### config.mk
export PLATFORM = sky130hd
export DESIGN_NAME = dcache_ctrl
export DESIGN_NICKNAME = d
export VERILOG_FILES = /design/src/rtl/dcache_ctrl_pkg.sv /design/src/rtl/dcache_tag_array.sv /design/src/rtl/dcache_ctrl.sv
export SDC_FILE = /design/constraint.sdc
export NUM_CORES = 1
export LEC_CHECK = 0
export BUFFER_PORTS_ARGS = -buffer_cell sky130_fd_sc_hd__buf_4
export CAP_MARGIN = 20
export CELL_PAD_IN_SITES_DETAIL_PLACEMENT = 2
export CELL_PAD_IN_SITES_GLOBAL_PLACEMENT = 2
export CORE_ASPECT_RATIO = 0.75
export CORE_UTILIZATION = 39
export CTS_CLUSTER_DIAMETER = 200
export DETAILED_ROUTE_END_ITERATION = 10
export GPL_TIMING_DRIVEN = 0
export PLACE_DENSITY_LB_ADDON = 0.1
export SYNTH_ARGS = -nofsm -noshare
export SYNTH_HDL_FRONTEND = slang
export SYNTH_HIERARCHICAL = 1
export SYNTH_SLANG_ARGS = --single-unit
### constraint.sdc
create_clock -name clk -period 7.25 [get_ports clk]
set_input_delay 0.725 -clock clk [delete_from_list [all_inputs] [get_ports clk]]
set_output_delay 0.725 -clock clk [all_outputs]
set_load 0.05 [all_outputs]
### src/rtl/dcache_ctrl_pkg.sv
// Shared types and helpers for the direct-mapped write-back data cache controller.
package dcache_ctrl_pkg;

  localparam int LINE_W = 64;
  localparam int STRB_W = 8;

  typedef enum logic [2:0] {
    ST_IDLE   = 3'd0,
    ST_LOOKUP = 3'd1,
    ST_WB     = 3'd2,
    ST_REFILL = 3'd3,
    ST_FILL   = 3'd4
  } state_e;

  // Byte-wise merge: strobed bytes come from new_data, the rest keep old_data.
  function automatic logic [LINE_W-1:0] merge_bytes(input logic [LINE_W-1:0] old_data,
                                                    input logic [LINE_W-1:0] new_data,
                                                    input logic [STRB_W-1:0] strb);
    logic [LINE_W-1:0] res;
    res = old_data;
    for (int b = 0; b < STRB_W; b++) begin
      if (strb[b]) begin
        res[8*b +: 8] = new_data[8*b +: 8];
      end else begin
        res[8*b +: 8] = old_data[8*b +: 8];
      end
    end
    return res;
  endfunction

endpackage

### src/rtl/dcache_tag_array.sv
// Tag, valid and dirty state per line; one combinational read index, one write port.
module dcache_tag_array #(
  parameter int NUM_LINES = 16,
  parameter int TAG_W     = 25
) (
  input  logic                         clk,
  input  logic                         rst_n,
  input  logic [$clog2(NUM_LINES)-1:0] rd_idx_i,
  output logic [TAG_W-1:0]             rd_tag_o,
  output logic                         rd_valid_o,
  output logic                         rd_dirty_o,
  input  logic                         wr_en_i,
  input  logic                         wr_dirty_only_i,
  input  logic [$clog2(NUM_LINES)-1:0] wr_idx_i,
  input  logic [TAG_W-1:0]             wr_tag_i,
  input  logic                         wr_dirty_i
);

  logic [TAG_W-1:0]     tag_q [NUM_LINES];
  logic [NUM_LINES-1:0] valid_q;
  logic [NUM_LINES-1:0] dirty_q;

  assign rd_tag_o   = tag_q[rd_idx_i];
  assign rd_valid_o = valid_q[rd_idx_i];
  assign rd_dirty_o = dirty_q[rd_idx_i];

  // A store hit only marks the line dirty; a fill rewrites the whole entry.
  always_ff @(posedge clk or negedge rst_n) begin
    if (!rst_n) begin
      for (int i = 0; i < NUM_LINES; i++) begin
        tag_q[i] <= '0;
      end
      valid_q <= '0;
      dirty_q <= '0;
    end else if (wr_en_i) begin
      if (wr_dirty_only_i) begin
        dirty_q[wr_idx_i] <= 1'b1;
      end else begin
        tag_q[wr_idx_i]   <= wr_tag_i;
        valid_q[wr_idx_i] <= 1'b1;
        dirty_q[wr_idx_i] <= wr_dirty_i;
      end
    end
  end

endmodule

### src/rtl/dcache_ctrl.sv
// Direct-mapped, write-back, write-allocate data cache controller, one 64-bit word per line.
// Drives an external one-hot-selected bank array whose read data arrives one cycle after access.
module dcache_ctrl
  import dcache_ctrl_pkg::*;
#(
  parameter int ADDR_W    = 32,
  parameter int NUM_LINES = 16
) (
  input  logic                 clk,
  input  logic                 rst_n,
  input  logic                 cpu_valid_i,
  output logic                 cpu_ready_o,
  input  logic                 cpu_we_i,
  input  logic [ADDR_W-1:0]    cpu_addr_i,
  input  logic [LINE_W-1:0]    cpu_wdata_i,
  input  logic [STRB_W-1:0]    cpu_wstrb_i,
  output logic                 cpu_rvalid_o,
  output logic [LINE_W-1:0]    cpu_rdata_o,
  output logic                 bank_en_o,
  output logic                 bank_we_o,
  output logic [NUM_LINES-1:0] bank_sel_o,
  output logic [LINE_W-1:0]    bank_wdata_o,
  input  logic [LINE_W-1:0]    bank_rdata_i,
  output logic                 mem_valid_o,
  input  logic                 mem_ready_i,
  output logic                 mem_we_o,
  output logic [ADDR_W-1:0]    mem_addr_o,
  output logic [LINE_W-1:0]    mem_wdata_o,
  input  logic [LINE_W-1:0]    mem_rdata_i
);

  localparam int INDEX_W = $clog2(NUM_LINES);
  localparam int TAG_W   = ADDR_W - 3 - INDEX_W;
  localparam logic [NUM_LINES-1:0] SEL_ONE = {{(NUM_LINES-1){1'b0}}, 1'b1};

  state_e              state_q;
  logic                req_we_q;
  logic [ADDR_W-4:0]   req_line_q;
  logic [LINE_W-1:0]   req_wdata_q;
  logic [STRB_W-1:0]   req_wstrb_q;
  logic [LINE_W-1:0]   fill_q;
  logic                cpu_ready_q;
  logic                mem_valid_q;
  logic                mem_we_q;
  logic [ADDR_W-1:0]   mem_addr_q;
  logic [LINE_W-1:0]   mem_wdata_q;

  logic [INDEX_W-1:0]  cpu_idx_s;
  logic [INDEX_W-1:0]  req_idx_s;
  logic [TAG_W-1:0]    req_tag_s;
  logic [TAG_W-1:0]    rd_tag_s;
  logic                rd_valid_s;
  logic                rd_dirty_s;
  logic                hit_s;
  logic [LINE_W-1:0]   store_merge_s;
  logic                tag_wr_en_s;
  logic                tag_wr_dirty_only_s;
  logic                unused_addr_bits_s;

  assign cpu_idx_s          = cpu_addr_i[INDEX_W+2:3];
  assign req_idx_s          = req_line_q[INDEX_W-1:0];
  assign req_tag_s          = req_line_q[ADDR_W-4:INDEX_W];
  assign hit_s              = rd_valid_s && (rd_tag_s == req_tag_s);
  assign store_merge_s      = merge_bytes(bank_rdata_i, req_wdata_q, req_wstrb_q);
  assign unused_addr_bits_s = ^cpu_addr_i[2:0];

  assign cpu_ready_o = cpu_ready_q;
  assign mem_valid_o = mem_valid_q;
  assign mem_we_o    = mem_we_q;
  assign mem_addr_o  = mem_addr_q;
  assign mem_wdata_o = mem_wdata_q;

  dcache_tag_array #(
    .NUM_LINES (NUM_LINES),
    .TAG_W     (TAG_W)
  ) u_tags (
    .clk             (clk),
    .rst_n           (rst_n),
    .rd_idx_i        (req_idx_s),
    .rd_tag_o        (rd_tag_s),
    .rd_valid_o      (rd_valid_s),
    .rd_dirty_o      (rd_dirty_s),
    .wr_en_i         (tag_wr_en_s),
    .wr_dirty_only_i (tag_wr_dirty_only_s),
    .wr_idx_i        (req_idx_s),
    .wr_tag_i        (req_tag_s),
    .wr_dirty_i      (req_we_q)
  );

  // Controller FSM with registered handshake and memory-bus outputs.
  always_ff @(posedge clk or negedge rst_n) begin
    if (!rst_n) begin
      state_q     <= ST_IDLE;
      req_we_q    <= 1'b0;
      req_line_q  <= '0;
      req_wdata_q <= '0;
      req_wstrb_q <= '0;
      fill_q      <= '0;
      cpu_ready_q <= 1'b1;
      mem_valid_q <= 1'b0;
      mem_we_q    <= 1'b0;
      mem_addr_q  <= '0;
      mem_wdata_q <= '0;
    end else begin
      case (state_q)
        ST_IDLE: begin
          if (cpu_valid_i) begin
            req_we_q    <= cpu_we_i;
            req_line_q  <= cpu_addr_i[ADDR_W-1:3];
            req_wdata_q <= cpu_wdata_i;
            req_wstrb_q <= cpu_wstrb_i;
            cpu_ready_q <= 1'b0;
            state_q     <= ST_LOOKUP;
          end
        end
        ST_LOOKUP: begin
          if (hit_s) begin
            cpu_ready_q <= 1'b1;
            state_q     <= ST_IDLE;
          end else if (rd_valid_s && rd_dirty_s) begin
            // The victim word is only visible on bank_rdata now, so capture it for writeback.
            mem_valid_q <= 1'b1;
            mem_we_q    <= 1'b1;
            mem_addr_q  <= {rd_tag_s, req_idx_s, 3'b000};
            mem_wdata_q <= bank_rdata_i;
            state_q     <= ST_WB;
          end else begin
            mem_valid_q <= 1'b1;
            mem_we_q    <= 1'b0;
            mem_addr_q  <= {req_tag_s, req_idx_s, 3'b000};
            mem_wdata_q <= '0;
            state_q     <= ST_REFILL;
          end
        end
        ST_WB: begin
          if (mem_ready_i) begin
            mem_we_q    <= 1'b0;
            mem_addr_q  <= {req_tag_s, req_idx_s, 3'b000};
            mem_wdata_q <= '0;
            state_q     <= ST_REFILL;
          end
        end
        ST_REFILL: begin
          if (mem_ready_i) begin
            fill_q      <= req_we_q ? merge_bytes(mem_rdata_i, req_wdata_q, req_wstrb_q)
                                    : mem_rdata_i;
            mem_valid_q <= 1'b0;
            mem_addr_q  <= '0;
            state_q     <= ST_FILL;
          end
        end
        ST_FILL: begin
          cpu_ready_q <= 1'b1;
          state_q     <= ST_IDLE;
        end
        default: begin
          cpu_ready_q <= 1'b1;
          mem_valid_q <= 1'b0;
          state_q     <= ST_IDLE;
        end
      endcase
    end
  end

  // Bank access, CPU response and tag updates depend on same-cycle bank read data.
  always_comb begin
    bank_en_o           = 1'b0;
    bank_we_o           = 1'b0;
    bank_sel_o          = '0;
    bank_wdata_o        = '0;
    cpu_rvalid_o        = 1'b0;
    cpu_rdata_o         = '0;
    tag_wr_en_s         = 1'b0;
    tag_wr_dirty_only_s = 1'b0;
    case (state_q)
      ST_IDLE: begin
        if (cpu_valid_i) begin
          bank_en_o  = 1'b1;
          bank_sel_o = SEL_ONE << cpu_idx_s;
        end else begin
          bank_en_o = 1'b0;
        end
      end
      ST_LOOKUP: begin
        if (hit_s && req_we_q) begin
          bank_en_o           = 1'b1;
          bank_we_o           = 1'b1;
          bank_sel_o          = SEL_ONE << req_idx_s;
          bank_wdata_o        = store_merge_s;
          cpu_rvalid_o        = 1'b1;
          cpu_rdata_o         = store_merge_s;
          tag_wr_en_s         = 1'b1;
          tag_wr_dirty_only_s = 1'b1;
        end else if (hit_s) begin
          cpu_rvalid_o = 1'b1;
          cpu_rdata_o  = bank_rdata_i;
        end else begin
          cpu_rvalid_o = 1'b0;
        end
      end
      ST_FILL: begin
        bank_en_o    = 1'b1;
        bank_we_o    = 1'b1;
        bank_sel_o   = SEL_ONE << req_idx_s;
        bank_wdata_o = fill_q;
        cpu_rvalid_o = 1'b1;
        cpu_rdata_o  = fill_q;
        tag_wr_en_s  = 1'b1;
      end
      default: begin
        cpu_rvalid_o = 1'b0;
      end
    endcase
  end

endmodule

==> Yosys cells after proc, flatten, opt, wreduce, memory -nomap -nowiden <==
Cells that the tools add are included.
W data, S select, Z words.
{ "totals": {"register_bits": 700, "inputBits": 237, "out_inout_bits": 246, "elab_cells": 140} }
{ "classes": {"n_lt_le_gt_ge": 4, "eq_ne": 10, "n_shift": 2, "muxes": 71, "bitwise": 6, "reduce_logical": 18} }
{ "ops": {"columns": ["operator", "count"], "rows": [
  ["$mux W64", 7],
  ["$bwmux W400", 1],
  ["$pmux W64 S2", 3],
  ["$mux W32", 4],
  ["$mux W8", 16],
  ["$bmux W25 S4", 1],
  ["$demux W25 S4", 1],
  ["$pmux W32 S3", 1],
  ["$mux W25", 3],
  ["$mux W16", 3],
  ["$pmux W16 S3", 1],
  ["$or A16 B16 Y16", 2],
  ["$shl A1 B4 Y16 const A", 2],
  ["$eq A25 B25 Y1", 1],
  ["$bwmux W16", 1],
  ["$mux W1", 15],
  ["$pmux W3 S4", 1],
  ["$reduce_and A3 Y1", 4],
  ["$ne A2 B2 Y1 const B", 5],
  ["$mux W3", 3],
  ["$pmux W1 S3", 3],
  ["$bmux W1 S4", 2],
  ["$eq A3 B2 Y1 const B", 2],
  ["$pmux W1 S2", 3],
  ["18 further kinds", 26]
]} }

==> Longest topological paths before layout <==
Gate-level depths: netlist of the first run.
{ "depth": {"ltp_word": 11, "depth_mapped": 20, "mapped_depth_nobuf": 12} }

==> Hierarchy <==
The synthesis of the first run kept the hierarchy.
{ "by_module_without_submodules": {"columns": ["mod", "instances", "cells_each", "area_per_inst_um2", "seq_area_each_um2"], "rows": [
  ["dcache_tag_array", 1, 1208, 19438.6, 10810.4],
  ["dcache_ctrl", 1, 1552, 13588.0, 6632.6]
]} }

==> Least setup slack after synthesis of the first run <==
No wires, ideal clock.
{ "synth_path": {"path_type": "reg-to-reg", "start": "register req_line_q[0]", "end": "register u_tags/tag_q[305] (netlist bit)", "arrival_time_ps": 5286, "t_required_ps": 7125, "slack_ps": 1840, "stages_incl_launch_ff": 21, "cell_sequence": "dfrtp_1 -> buf_2 -> buf_4 -> buf_2 -> mux4_2 -> a22oi_1 -> nand2_1 -> xor2_1 -> or4_1 -> or4_1 -> nor4_2 -> nand2_1 -> buf_2 -> buf_2 -> nand2_1 -> buf_4 -> nor4b_4 -> nor2b_1 -> buf_2 -> buf_2 -> mux2_2"} }
{ "synth_between": {"word_cells_on_any_way": 20, "cone_classes": "2 x order compare; 1 x eq/ne; 11 x mux; 2 x bitwise; 4 x reduce/logical"} }
{ "synth_lines": {"columns": ["item", "line_no", "rtl"], "rows": [
  ["start, declared", "dcache_ctrl.sv:38", "logic [ADDR_W-4:0] req_line_q;"],
  ["start signal, assigned", "dcache_ctrl.sv:109", "req_line_q <= cpu_addr_i[ADDR_W-1:3];"],
  ["$not A4 Y5 (not written as such)", "dcache_tag_array.sv:23", "assign rd_tag_o = tag_q[rd_idx_i];"],
  ["$bmux W25 S4", "dcache_tag_array.sv:23", null],
  ["$mux W25 (not written as such) (2 in series)", "dcache_tag_array.sv:23", null],
  ["named net rd_tag_s[22]", "dcache_ctrl.sv:51", "logic [TAG_W-1:0] rd_tag_s;"],
  ["$eq A25 B25 Y1", "dcache_ctrl.sv:63", "assign hit_s = rd_valid_s && (rd_tag_s == req_tag_s);"],
  ["$logic_and A1 B1 Y1", "dcache_ctrl.sv:63", null],
  ["$logic_and A1 B1 Y1", "dcache_ctrl.sv:185", "if (hit_s && req_we_q) begin"],
  ["$mux W1", null, null],
  ["$pmux W1 S2", null, null],
  ["named net bank_we_o", "dcache_ctrl.sv:20", "output logic bank_we_o,"],
  ["$reduce_and A2 Y1 (no line)", null, null],
  ["end signal, assigned by index", "dcache_tag_array.sv:39", "tag_q[wr_idx_i] <= wr_tag_i;"],
  ["end, declared", "dcache_tag_array.sv:19", "logic [TAG_W-1:0] tag_q [NUM_LINES];"]
]} }
The timed path passes the listed nets, and every way through them passes these cells. The select of a mux whose other input is x is not followed.
A chain may end at the register's enable or synchronous reset.

==> Worst setup path after layout of the first run <==
{ "layout_path": {"start": "register req_line_q[3]", "end": "output bank_wdata_o[52]"} }
{ "layout_between": {"elab_chain_len": 9, "word_cells_on_any_way": 11, "cone_classes": "1 x eq/ne; 7 x mux; 1 x bitwise; 2 x reduce/logical"} }
{ "layout_lines": {"columns": ["item", "line_no", "rtl"], "rows": [
  ["$not A4 Y5 (not written as such)", "dcache_tag_array.sv:23", null],
  ["$bmux W25 S4", "dcache_tag_array.sv:23", null],
  ["$mux W25 (not written as such) (2 in series)", "dcache_tag_array.sv:23", null],
  ["named net rd_tag_s[22]", "dcache_ctrl.sv:51", null],
  ["$eq A25 B25 Y1", "dcache_ctrl.sv:63", null],
  ["$logic_and A1 B1 Y1", "dcache_ctrl.sv:63", null],
  ["$logic_and A1 B1 Y1", "dcache_ctrl.sv:185", null],
  ["$mux W64", "dcache_ctrl.sv:185", null],
  ["$pmux W64 S2", "dcache_ctrl.sv:175", "case (state_q)"],
  ["end, declared", "dcache_ctrl.sv:22", "output logic [LINE_W-1:0] bank_wdata_o,"]
]} }
The timed path passes the listed nets, and every way through them passes these cells. The select of a mux whose other input is x is not followed.

==> flow_summary.json, run 1 <==
{
  "status": "complete, no violations",
  "r2r.worst_path.cells": 18,
  "rsz0062_at_grt": "false",
  "drtPass1Iterations": 5,
  "cts_sinks": 697,
  "netlist_area_sq_um": 33000,
  "hold_path_class": "input port to async pin",
  "fmax_mhz": 140,
  "fin_crit_ns": 7.12,
  "start_util": 0.394,
  "register_area_sq_um": 17400,
  "synth_area_per_cell_sq_um": 12.0,
  "synth.distinct_cells": 57,
  "p_leak_nw": 20.4,
  "synthArstFlopShare": 1.00,
  "crit_start": "req_line_q[3]",
  "synth_area_leader_cell": "dfrtp_1",
  "synthTopCellsByCount": "696 x dfrtp_1, 494 x nand2_1, 414 x mux2_2, 210 x o21ai_0, 136 x a21oi_1",
  "synth_top_cell_area_share": 0.527,
  "cts_htree_levels": 3,
  "critPathCapture": "bank_wdata_o[52]",
  "wire_per_inst_um": 30.3,
  "drive_above_1_share": 0.373,
  "via_per_inst": 5.84,
  "clkTransAtPathRegs_ns": 0.06,
  "slew_headroom": 0.267,
  "hold_viol": 0,
  "io-pin-count": 483,
  "yosys_warnings": 6,
  "reg2reg_from": "req_line_q[3]",
  "grt_pass1_wl_mm": 200,
  "critPathArrivalTime_ns": 6.40,
  "port_buffers": 475,
  "path_depth": 14,
  "synth_area_leaders": "dfrtp_1 53%, mux2_2 14%, mux4_2 7.4%",
  "r2r_end": "u_tags/tag_q[360]",
  "powerDensity_nw_per_um2": 379,
  "syn_to_final_growth_pct": 24.0,
  "critPathLaunchType": "register",
  "finalClockSkew_ns": 0.0229,
  "drt-total-wl_mm": 137,
  "setup_viol": 0,
  "die_y_um": 254,
  "dpl.hpwl_mm": 95.9,
  "synth_edf_count": 0,
  "overflow": 0,
  "antenna_found_initial": 7,
  "slowest_stage": "dfrtp_1",
  "crit_buf_inv": 5,
  "nets": 3565,
  "path_cells": "nor2b_1 -> clkbuf_1 -> clkbuf_2 -> a22oi_1 -> nand2_1 -> xor2_1 -> or4_1 -> or4_1 -> nor4_2 -> nand2_1 -> buf_2 -> clkbuf_2 -> o21ai_0 -> buf_4",
  "cap_violations": 0,
  "tns_ns": 0,
  "cts_tree": "yes",
  "synthFlopType": "dfrtp_1",
  "die_w_um": 338,
  "gp_congestion": 0.899,
  "cp_top_family": "buffers and inverters",
  "crit_fanout": 15,
  "critical_path_class": "register to primary output",
  "yosysMostFrequentCell": "dfrtp_1",
  "first_global_vias": 29500,
  "dieArea_sq_um": 85900,
  "required_ns": 6.52,
  "drt_iter0_markers": 1881,
  "layout_setup_ws_ns": 0.126,
  "yosysSeqAreaShare": 0.528,
  "multi_input_area_sq_um": 14500,
  "ir_worst_vdd_mv": 0.197,
  "ant_nets": 0,
  "num_vias": 26400,
  "cp-end-kind": "primary output",
  "period_share": 0.983,
  "syn-instance-count": 2760,
  "hold_buffers": 0,
  "nFillCells": 8278,
  "max_stage_delay_ns": 0.79,
  "worstMarginPinSlew_ns": 1.10,
  "grtUsageTotal": 0.318,
  "clkLatencyLatePin_ns": 0.64,
  "drcViolationCount": 0,
  "place_ws_ns": -0.532,
  "grt_max_degree": 130,
  "num_rows": 92,
  "synth-seq-cells": 697,
  "reg2reg_slack_ns": 0.13,
  "max-clock-path-buffers": 3,
  "cts-root-buf": "clkbuf_16",
  "numCtsBuffers": 77,
  "slew_violations": 0,
  "coreArea_sq_um": 83900
}
-- state kept, by name, summed over array words and instances, names as in the netlist --
register and cells:
mem_valid_o 1, fill_q 64, state_q 3, mem_addr_o 29, req_wdata_q 64, cpu_ready_o 1
mem_wdata_o 64, u_tags/valid_q 16, req_wstrb_q 8, u_tags/dirty_q 16, req_line_q 29, u_tags/tag_q 400
req_we_q 1, mem_we_o 1
-- through the flow --
stage                     std cells  area [sq um]  total power, mW  hold slack, ns  utilization
after floorplan                2762         33000             8.94           0.429            -
after global placement         4365         38000             10.9           0.445        0.453
after detailed placement       4373         38200             11.3           0.453        0.455
after CTS                      4511         40900             15.5           0.131        0.487
after global routing           4520         40900             16.2           0.174        0.488
final                          4522         40900             15.5           0.135        0.488
-- cell usage in the layout (no fill, tap or decap), drive strengths merged, types with 5 or more instances in the layout --
cell type	Yosys	final
dfrtp	696	696
buf	87	568
nand2	494	494
mux2	441	441
clkbuf	137	254
o21ai	217	217
a21oi	136	136
mux4	108	108
a22o	93	93
and3	70	70
mux2i	64	64
a22oi	54	54
nand2b	26	26
nor2	20	20
xor2	16	16
nand3	13	13
nor2b	13	13
clkinv	0	12
or2	9	9
inv	7	9
diode	0	8
bufinv	0	7
nor3	6	6
nand4	5	5
xnor2	5	5
nor4	5	5
nand4b	5	5
or4	5	5
-- cell type report --
| type | count | share of cell area |
|---|---|---|
| Buffer | 223 | 0.0275 |
| Inverter | 7 | 0.000642 |
| Clock inverter | 24 | 0.00813 |
| Antenna cell | 8 | 0.000489 |
| Timing Repair Buffer | 488 | 0.0932 |
| Clock buffer | 113 | 0.0556 |
| Tap cell | 1128 | 0.0345 |
| Multi-Input combinational cell | 1834 | 0.354 |
| Sequential cell | 697 | 0.426 |
-- timing repair --
item,CTS,global route
gates resized for setup,11,17
setup endpoints to repair,368,89
pin swaps,1,1
setup buffers,2,3
-- routing by layer --
layer	part of all wire	up-vias	track usage	wire, um
met5	0.000095	-	0	13
met4	0.042	2	0.126	5780
met3	0.047	280	0.0507	6420
met2	0.48	749	0.509	65700
met1	0.43	14300	0.431	59200
li1	-	11000	-	-
-- cells by family (layout without fill, tap and decap cells) --
group | Yosys count | count (layout) | synth area share
compound gates | 509 | 509 | 0.0927
other cells | 1 | 11 | 0.000114
xor+xnor | 21 | 21 | 0.00557
mux | 613 | 613 | 0.246
simple gates | 688 | 688 | 0.0944
flops | 697 | 697 | 0.528
buf+inv | 231 | 855 | 0.0336
-- worst min-delay path by stage --
stage / depth (start not counted) / endpoint / startpoint / slack, ns
2_1_floorplan: 0 / fill_q[0] / rst_n / 0.43
6_report: 1 / u_tags/tag_q[143] / rst_n / 0.13
3_5_place_dp: 1 / u_tags/valid_q[12] / u_tags/valid_q[12] / 0.45
5_1_grt: 1 / u_tags/tag_q[143] / rst_n / 0.17
4_1_cts: 1 / u_tags/tag_q[44] / rst_n / 0.13
3_3_place_gp: 1 / u_tags/valid_q[6] / u_tags/valid_q[6] / 0.45
-- worst register-to-register path, stage by stage, from the launching register on --
cell	delay [ns]
dfrtp_1	0.79
nor2b_1	0.21
clkbuf_1	0.67
clkbuf_2	0.63
a22oi_1	0.26
nand2_1	0.29
xor2_1	0.12
or4_1	0.57
or4_1	0.51
nor4_2	0.23
nand2_1	0.19
buf_2	0.26
buf_2	0.24
nand2_1	0.20
buf_4	0.24
nor4b_4	0.29
nand2_1	0.49
buf_2	0.45
mux2_2	0.36
-- power by group --
| part | switching (mW) | total [mW] | internal [mW] |
|---|---|---|---|
| logic | 3.52 | 5.56 | 2.04 |
| clock network | 1.72 | 4.15 | 2.43 |
| registers | 0.911 | 5.81 | 4.90 |
Power figures use the tool's default switching activity.
==> run 2, diff against run 1 <==
--- a/config.mk
+++ b/config.mk
@@ -10,12 +10,11 @@
 export CELL_PAD_IN_SITES_DETAIL_PLACEMENT = 2
 export CELL_PAD_IN_SITES_GLOBAL_PLACEMENT = 2
 export CORE_ASPECT_RATIO = 0.75
-export CORE_UTILIZATION = 39
+export CORE_UTILIZATION = 38
 export CTS_CLUSTER_DIAMETER = 200
 export DETAILED_ROUTE_END_ITERATION = 10
 export GPL_TIMING_DRIVEN = 0
 export PLACE_DENSITY_LB_ADDON = 0.1
 export SYNTH_ARGS = -nofsm -noshare
 export SYNTH_HDL_FRONTEND = slang
-export SYNTH_HIERARCHICAL = 1
 export SYNTH_SLANG_ARGS = --single-unit
==> run 2 against run 1 <==
Compared with the run above:
- cell area grew 2.4%
- die area grew 4.6%
- critical path type unchanged
- largest cell class unchanged
- worst setup slack better by 0.055 ns
==> flow_summary.json, run 2 <==
{
  "netlist_area_sq_um": 33700,
  "yosysMostFrequentCell": "dfrtp_1",
  "final_cell_mix": "696 x dfrtp_1, 557 x nand2_1, 494 x buf_4, 347 x mux2_2, 293 x o21ai_0",
  "crit_start": "req_line_q[1]",
  "synth-seq-cells": 697,
  "ir_worst_vdd_mv": 0.187,
  "drcViolationCount": 0,
  "synth.distinct_cells": 65,
  "grt.met3_usage": 0.0644,
  "synth_edf_count": 0,
  "hold_buffers": 0,
  "die_w_um": 346,
  "path_cells": "buf_6 -> buf_6 -> buf_6 -> buf_6 -> buf_2 -> mux2i_1 -> a22oi_1 -> nand2_1 -> o21ai_0 -> o31ai_4 -> nand4_1 -> or4_1 -> buf_2 -> clkbuf_1 -> o21ai_0 -> buf_4",
  "yosys_warnings": 0,
  "max_stage_delay_ns": 0.59,
  "syn_to_final_growth_pct": 24.6,
  "gr-max-usage-layer": "met2",
  "reg2reg_from": "req_line_q[1]",
  "synth_area_leader_cell": "dfrtp_1",
  "coreArea_sq_um": 87700,
  "period_share": 0.975,
  "dpl.hpwl_mm": 116,
  "critical_path_class": "register to primary output",
  "fin_crit_ns": 7.07,
  "antenna_found_initial": 28,
  "finalNonFillerCells": 4854,
  "syn-instance-count": 3028,
  "clkTransAtPathRegs_ns": 0.06,
  "drtPass1Iterations": 5,
  "first_global_vias": 31900,
  "yosys.area_share.adder": 0,
  "io-pin-count": 483,
  "port_buffers": 476,
  "synth_simple_gate_area_frac": 0.0992,
  "r2r_end": "mem_wdata_o[53]",
  "via_per_inst": 5.95,
  "slowest_stage": "or4_1",
  "fmax_mhz": 141,
  "nets": 3852,
  "cts_htree_levels": 3,
  "fin_util": 0.478,
  "use_met1": 0.476,
  "synthFlopType": "dfrtp_1",
  "grt_pass1_wl_mm": 228,
  "crit_fanout": 10,
  "rsz0062_at_grt": "false",
  "die_y_um": 260,
  "grt_max_degree": 110,
  "synth_area_per_cell_sq_um": 11.1,
  "final_common_cell": "dfrtp_1",
  "critPathArrivalTime_ns": 6.34,
  "largest_reg_flops": 400,
  "finalClockSkew_ns": 0.0241,
  "setup_viol": 0,
  "numCtsBuffers": 79,
  "grtUsageTotal": 0.349,
  "cp-end-kind": "primary output",
  "num_vias": 28900,
  "synthArstFlopShare": 1.00,
  "cts_tree": "yes",
  "required_ns": 6.52,
  "p_leak_nw": 20.5,
  "gp_congestion": 0.945,
  "clkLatencyLatePin_ns": 0.66,
  "synth_area_leaders": "dfrtp_1 52%, mux2_2 12%, nand2_1 6.2%",
  "synthMuxAreaShare": 0.227,
  "overflow": 0,
  "cpMostUsedCell": "buf_6",
  "synth_top_cell_area_share": 0.517,
  "cap_violations": 0,
  "slew_violations": 0,
  "dieArea_sq_um": 89800,
  "grt_use_met2": 0.542,
  "status": "complete, no violations",
  "place_inst": 4681,
  "synthTopCellsByCount": "696 x dfrtp_1, 558 x nand2_1, 347 x mux2_2, 293 x o21ai_0, 202 x clkbuf_1",
  "drive_above_1_share": 0.310,
  "wire_per_inst_um": 32.8,
  "drt_iter0_markers": 2450,
  "critPathLaunchType": "register",
  "synth_top_family_by_area": "multiplexers",
  "r2r.worst_path.cells": 16,
  "drt-total-wl_mm": 159,
  "cts-root-buf": "clkbuf_16",
  "reg2reg_slack_ns": 1.33,
  "hold_slack_ns": 0.149,
  "slew_headroom": 0.186,
  "worstMarginPinSlew_ns": 1.22,
  "synthXorXnorAreaFrac": 0.00494,
  "max-clock-path-buffers": 3,
  "yosysSeqAreaShare": 0.518,
  "ant_nets": 0,
  "cts_sinks": 697,
  "hold_viol": 0,
  "num_rows": 94,
  "powerDensity_nw_per_um2": 407,
  "synth_compound_area_frac": 0.112,
  "hold_path_class": "input port to async pin",
  "top_register": "u_tags.tag_q",
  "start_util": 0.384
}
run 2: worst max-delay path by stage:
stage / to / slack (ns) / cells past startpoint
floorplan: bank_wdata_o[13] / 2.51 / 13
global placement: u_tags.tag_q[135] / -2.54 / 1
detailed placement: cpu_rdata_o[42] / 0.13 / 13
CTS: cpu_rdata_o[42] / 0.07 / 16
global route: bank_wdata_o[40] / 0.04 / 16
finish: bank_wdata_o[40] / 0.18 / 16
run 2: final cells by class:
type / instances / area, sq um
Fill cell: 8890 / 45800
Sequential cell: 697 / 17400
Multi-Input combinational cell: 2042 / 14900
Timing Repair Buffer: 504 / 4050
Clock buffer: 124 / 2410
Tap cell: 1152 / 1440
Buffer: 266 / 1210
Clock inverter: 21 / 270
Inverter: 25 / 93.8
Antenna cell: 23 / 57.6
run 2: cell families after synthesis:
| logic type | count (synthesis) |
|---|---|
| flops | 697 |
| buf+inv | 291 |
| xor+xnor | 19 |
| mux | 613 |
| compound gates | 632 |
| other cells | 1 |
| simple gates | 775 |
run 2: where the power goes:
part	internal, mW	total (mW)	switching, mW	leakage (nW)
Clock	2.44	4.23	1.79	1.32
Sequential	4.96	5.70	0.741	9.41
Combinational	2.34	7.14	4.79	9.72
Total	9.75	17.1	7.33	20.5
run 2: repair_timing:
| action | 4_1_cts | 5_1_grt |
|---|---|---|
| gates resized for setup | 5 | 5 |
| buffers inserted | 0 | 0 |
| pin swaps | 0 | 1 |
| endpoints found under the setup margin | 120 | 35 |
run 2: metal layers:
metal,vias up,routed length [um]
met2,1051,73400
met1,15600,68300
met4,2,7250
li1,11900,-
met3,335,10100
met5,-,15
run 2: stage by stage:
step | area (sq um) | TNS (ns) | power, mW | setup slack (ns)
finish | 41900 | 0 | 17.1 | 0.181
detailed placement | 39100 | 0 | 12.6 | 0.131
global route | 41900 | 0 | 17.7 | 0.0359
floorplan | 33700 | 0 | 9.66 | 2.51
global placement | 38700 | -1709.68 | 12.2 | -2.54
CTS | 41800 | 0 | 16.9 | 0.0729
run 2: critical path, delay by kind of cell, from the launching register on:
family                 cells  cell delay (ns)
AND/OR/NAND/NOR            3             1.11
flip-flops                 1             0.34
AO/OA/AOI/OAI              4             1.43
multiplexers               1             0.44
buffers and inverters      8             2.30
